==> config.mk <==
export PLATFORM = sky130hd
export DESIGN_NAME = alu_pipe
export DESIGN_NICKNAME = d
export VERILOG_FILES = /design/src/rtl/alu_pkg.sv /design/src/rtl/alu_shifter.sv /design/src/rtl/alu_pipe.sv
export SDC_FILE = /design/constraint.sdc
export NUM_CORES = 1
export LEC_CHECK = 0
export BUFFER_PORTS_ARGS = -buffer_cell sky130_fd_sc_hd__clkbuf_2
export CORE_UTILIZATION = 40
export CTS_CLUSTER_DIAMETER = 150
export DETAILED_ROUTE_END_ITERATION = 10
export GPL_TIMING_DRIVEN = 0
export PLACE_DENSITY = 0.62
export SYNTH_ARGS = -nofsm -noshare
export SYNTH_HDL_FRONTEND = slang
export SYNTH_HIERARCHICAL = 1
export SYNTH_SLANG_ARGS = --single-unit
==> constraint.sdc <==
create_clock -name clk -period 4.1 [get_ports clk]
set_clock_uncertainty 0.2 [all_clocks]
set_input_delay 0.41 -clock clk [delete_from_list [all_inputs] [get_ports clk]]
set_output_delay 0.41 -clock clk [all_outputs]
set_load 0.01 [all_outputs]
==> src/rtl/alu_pkg.sv <==
// Shared op encodings and types for the pipelined execute ALU.
package alu_pkg;

  typedef logic [2:0] op_t;

  // Op[2]=0 selects the shifter, Op[2]=1 the adder/logic group.
  localparam op_t OP_ROTL = 3'b000;
  localparam op_t OP_SHL  = 3'b001;
  localparam op_t OP_ROTR = 3'b010;
  localparam op_t OP_SHR  = 3'b011;
  localparam op_t OP_ADD  = 3'b100;
  localparam op_t OP_OR   = 3'b101;
  localparam op_t OP_XOR  = 3'b110;
  localparam op_t OP_AND  = 3'b111;

endpackage

==> src/rtl/alu_shifter.sv <==
// Combinational barrel shifter: rotate left/right and logical shift left/right.
module alu_shifter
  import alu_pkg::*;
#(
  parameter  int WIDTH = 16,
  localparam int SHW   = $clog2(WIDTH)
) (
  input  logic [WIDTH-1:0] In,
  input  logic [SHW-1:0]   Cnt,
  input  logic [1:0]       Op,
  output logic [WIDTH-1:0] Out
);

  localparam logic [1:0] SEL_ROTL = OP_ROTL[1:0];
  localparam logic [1:0] SEL_SHL  = OP_SHL[1:0];
  localparam logic [1:0] SEL_ROTR = OP_ROTR[1:0];

  // Shifting by WIDTH yields zero, so count 0 makes both rotates pass In through.
  logic [WIDTH-1:0] rotl_w;
  logic [WIDTH-1:0] rotr_w;

  // Select one of the four shift flavours.
  always_comb begin
    // NOTE: assign every always_comb output before the case so no path leaves it unassigned (latch).
    Out    = In >> Cnt;
    rotl_w = (In << Cnt) | (In >> (WIDTH - int'(Cnt)));
    rotr_w = (In >> Cnt) | (In << (WIDTH - int'(Cnt)));
    case (Op)
      SEL_ROTL: Out = rotl_w;
      SEL_SHL:  Out = In << Cnt;
      SEL_ROTR: Out = rotr_w;
      default:  Out = In >> Cnt;
    endcase
  end

endmodule

==> src/rtl/alu_pipe.sv <==
// Two-stage pipelined execute ALU with valid/ready handshakes on both sides.
// S1 captures the (optionally inverted) operands; S2 holds the result and flags.
module alu_pipe
  import alu_pkg::*;
#(
  parameter int WIDTH = 16
) (
  input  logic             clk,
  input  logic             rst,
  input  logic             in_valid,
  output logic             in_ready,
  input  logic [WIDTH-1:0] A,
  input  logic [WIDTH-1:0] B,
  input  logic             Cin,
  input  logic [2:0]       Op,
  input  logic             invA,
  input  logic             invB,
  input  logic             sign,
  output logic             out_valid,
  input  logic             out_ready,
  output logic [WIDTH-1:0] Out,
  output logic             Ofl,
  output logic             Cout,
  output logic             Neg,
  output logic             Z
);

  localparam int SHW = $clog2(WIDTH);

  logic             s1_valid;
  logic             s2_valid;
  logic             adv1;
  logic             adv2;

  logic [WIDTH-1:0] s1_a;
  logic [WIDTH-1:0] s1_b;
  logic             s1_cin;
  op_t              s1_op;
  logic             s1_sign;

  logic [WIDTH-1:0] shift_res;
  logic [WIDTH:0]   sum_ext;
  logic [WIDTH-1:0] res_d;
  logic             ofl_d;
  logic             cout_d;

  // A stage may load when it is empty or its contents move on this edge.
  assign adv2      = !s2_valid || out_ready;
  assign adv1      = !s1_valid || adv2;
  assign in_ready  = adv1;
  assign out_valid = s2_valid;

  // Stage valid bits: the only pipeline state that must be reset.
  always_ff @(posedge clk) begin
    // NOTE: sequential state uses non-blocking assignments so every register samples pre-edge values.
    if (rst) begin
      s1_valid <= 1'b0;
      s2_valid <= 1'b0;
    end else begin
      if (adv1) s1_valid <= in_valid;
      if (adv2) s2_valid <= s1_valid;
    end
  end

  // S1 operand capture; loads only on an accepted bundle to avoid needless toggling.
  always_ff @(posedge clk) begin
    // NOTE: datapath registers carry no reset; the valid bit guards them and is reset instead.
    if (!rst && in_valid && adv1) begin
      s1_a    <= invA ? ~A : A;
      s1_b    <= invB ? ~B : B;
      s1_cin  <= Cin;
      s1_op   <= Op;
      s1_sign <= sign;
    end
  end

  alu_shifter #(.WIDTH(WIDTH)) u_shifter (
    .In  (s1_a),
    .Cnt (s1_b[SHW-1:0]),
    .Op  (s1_op[1:0]),
    .Out (shift_res)
  );

  // Execute: full-width add with carry, bitwise ops, shifter result, overflow.
  always_comb begin
    sum_ext = {1'b0, s1_a} + {1'b0, s1_b} + {{WIDTH{1'b0}}, s1_cin};
    res_d   = shift_res;
    ofl_d   = 1'b0;
    cout_d  = 1'b0;
    case (s1_op)
      OP_ADD: begin
        res_d  = sum_ext[WIDTH-1:0];
        cout_d = sum_ext[WIDTH];
        ofl_d  = s1_sign ? ((s1_a[WIDTH-1] == s1_b[WIDTH-1]) &&
                            (sum_ext[WIDTH-1] != s1_a[WIDTH-1]))
                         : sum_ext[WIDTH];
      end
      OP_OR:   res_d = s1_a | s1_b;
      OP_XOR:  res_d = s1_a ^ s1_b;
      OP_AND:  res_d = s1_a & s1_b;
      default: res_d = shift_res;
    endcase
  end

  // S2 result register; holds bit-stable while the consumer stalls.
  always_ff @(posedge clk) begin
    if (rst) begin
      Out  <= '0;
      Ofl  <= 1'b0;
      Cout <= 1'b0;
      Neg  <= 1'b0;
      Z    <= 1'b1;
    end else if (s1_valid && adv2) begin
      Out  <= res_d;
      Ofl  <= ofl_d;
      Cout <= cout_d;
      Neg  <= res_d[WIDTH-1];
      Z    <= (res_d == '0);
    end
  end

endmodule
==> reports/metrics.yaml <==
rsz0062_at_grt: "yes"
cts-buffers-inserted: 9
wl_mm: 25.6
area_growth_pct: 16.2
placement.io_buffers: 62
mappedNetlistArea_sq_um: 7000
antenna_left: 0
antenna_found_initial: 0
dp_cells: 1069
grt.overflow.total: 0
endpoint_kind: "register"
initial_utilization: 0.408
async_flop_share: 0
place_ws_ps: -980
ys_ff_latch: 58
cts-root-buf: "clkbuf_16"
crit_fanout: 9
synth_area_leaders: "edfxtp_1, mux4_2, mux2i_1, dfxtp_1, ha_1"
ir_drop_v: 0.000265
worst_pin_slew_ps: 1290
place_congestion: 1.03
cp.arrival_ps: 4120
rows: 48
holdBufCountCts: 0
synth_most_common_cell: "nor2_1"
drive_above_1_share: 0.248
cap_viol_max_count: 0
status: "complete, no violations"
path_clk_slew_ps: 50
firstDrtPassIters: 8
multiInputGateArea_sq_um: 5070
p_leak_nw: 3.24
cp_common_cell: "buf_6"
grt_pass1_vias: 6368
avgSynthCellArea_sq_um: 8.95
drt_iter0_markers: 856
finalSetupViolCount: 0
syn_inst: 782
cts_tree: "yes"
yosysTopAreaCell: "edfxtp_1"
dp_hpwl_mm: 19.5
yosys.cell_types.count: 77
clk_latency_ps: 340
fmax_mhz: 248
cp.required_ps: 4180
synth_enable_flop_cells: 37
grt_pass1_wl_mm: 38.6
finalNonFillerCells: 1091
crit_chain: "buf_6 -> buf_12 -> inv_1 -> ha_4 -> buf_6 -> buf_8 -> mux2_2 -> mux4_2 -> o2bb2ai_2 -> nand2_1 -> o211ai_1 -> or3_1 -> o41a_1 -> nor4b_2 -> nand4_1 -> nor4_2 -> a211o_1"
path_class: "register to register"
nNetsFinal: 939
grt_max_degree: 38
drc_errors: 0
die_w_um: 134
seq_area_sq_um: 1530
core_area_sq_um: 17200
ys_seq_area_frac: 0.219
cts_sinks: 58
synth-main-ff-cell: "edfxtp_1"
synth_warnings: 6
ioPinCount: 65
finalHoldViolations: 0
p_total_w: 0.00234
final_max_slew_viol_count: 0
period_share: 0.985
track_usage: 0.287
max_slew_margin: 0.134
wl_per_cell_um: 23.5
vias_per_cell: 6.37
cp_slowest_stage_delay_ps: 570
start_kind: "register"
hp-class: "input pin to register"
cts_max_level: 3
synthesis.nets: 860
die_h_um: 134
synth_commonest_cells: "nor2_1, nand2_1, mux2i_1"
p_per_area_nw_per_um2: 288
worst_slack_ps: 62.2
period_minus_slack_ps: 4040
dieArea_sq_um: 18000
critical-path-slowest-cell: "mux4_2"
antenna_cells: 0
cts_buffer_depth: 2
fillCellCount: 1693
vias: 6953
synth_top_area_share: 0.159
==> per-layer routing <==
metal,up-vias,track usage,wire length (um)
li1,3114,-,-
met1,3246,0.420,11200
met2,507,0.391,10300
met3,86,0.0703,2870
met4,0,0.127,1200
met5,-,0,0
==> through the flow <==
stage          area, sq um   util  hold WS (ps)  setup TNS, ps
2_1_floorplan         7020      -           276              0
3_3_place_gp          7610  0.443           246          -5360
3_5_place_dp          7610  0.443           251          -4080
4_1_cts               8080  0.471          38.3              0
5_1_grt               8130  0.474          35.8          -84.3
6_report              8130  0.474          44.8              0
==> critical path: cells and delay by family (launching register included) <==
family	cells	cell delay, ps
compound gates	4	590
flops	1	370
buf+inv	5	610
simple gates	5	1010
mux	2	920
fa+ha+maj	1	280
==> repair_timing <==
action / CTS / global route
buffers inserted: 8 / 0
setup endpoints to repair: 14 / 1
pin swaps: 6 / 1
gates resized for setup: 26 / 12
==> path summary, 6_finish.rpt <==
| path | from | to | slack (ps) | cells past startpoint |
|---|---|---|---|---|
| max | s1_b[1] | Z | 60 | 17 |
| min | Cin | s1_cin | 40 | 1 |
| max reg2reg | s1_b[1] | Z | 60 | 17 |
| min reg2reg | Cout | Cout | 260 | 2 |
==> kinds of logic after synthesis <==
logic type / Yosys count / synth area share
compound gates: 195 / 0.201
xor+xnor: 43 / 0.0538
fa+ha+maj: 35 / 0.0647
buf+inv: 119 / 0.0731
flops: 58 / 0.219
mux: 111 / 0.234
simple gates: 221 / 0.155
==> state kept, by name, indices dropped and copies added (netlist names), 3 cells and up <==
signal and count:
Out 16, s1_a 16, s1_b 16, s1_op 3
==> power breakdown <==
| group | switching, W | internal, W | leakage [nW] |
|---|---|---|---|
| clock | 0.000279 | 0.000473 | 0.146 |
| sequential | 0.0000401 | 0.000664 | 0.519 |
| combinational | 0.000521 | 0.000368 | 2.58 |
| total | 0.000839 | 0.00150 | 3.24 |
==> cells in the final DEF, fill, tap and decap left out, types with 14 or more instances in the layout <==
cell,Yosys,layout
o211ai_1,14,14
a21oi_1,31,31
clkbuf_1,40,38
mux4_2,39,39
nor3_1,19,19
inv_1,41,41
dfxtp_1,21,21
edfxtp_1,37,37
o21ai_0,26,25
mux2_2,27,27
xor2_1,36,35
nor2_1,80,80
clkbuf_2,0,63
nand3_1,15,15
nand2_1,46,46
mux2i_1,44,39
ha_1,33,32
buf_2,22,14
==> final cells by class <==
cell class              count  share of cell area
clock buffers               9              0.0277
plain buffers              72              0.0494
well taps                 225              0.0346
repair buffers             70              0.0455
multi-input cells         605               0.624
flip-flops and latches     58               0.188
clock inverters             7             0.00954
inverters                  45              0.0214
No activity file was read; power rests on OpenSTA's default activity.
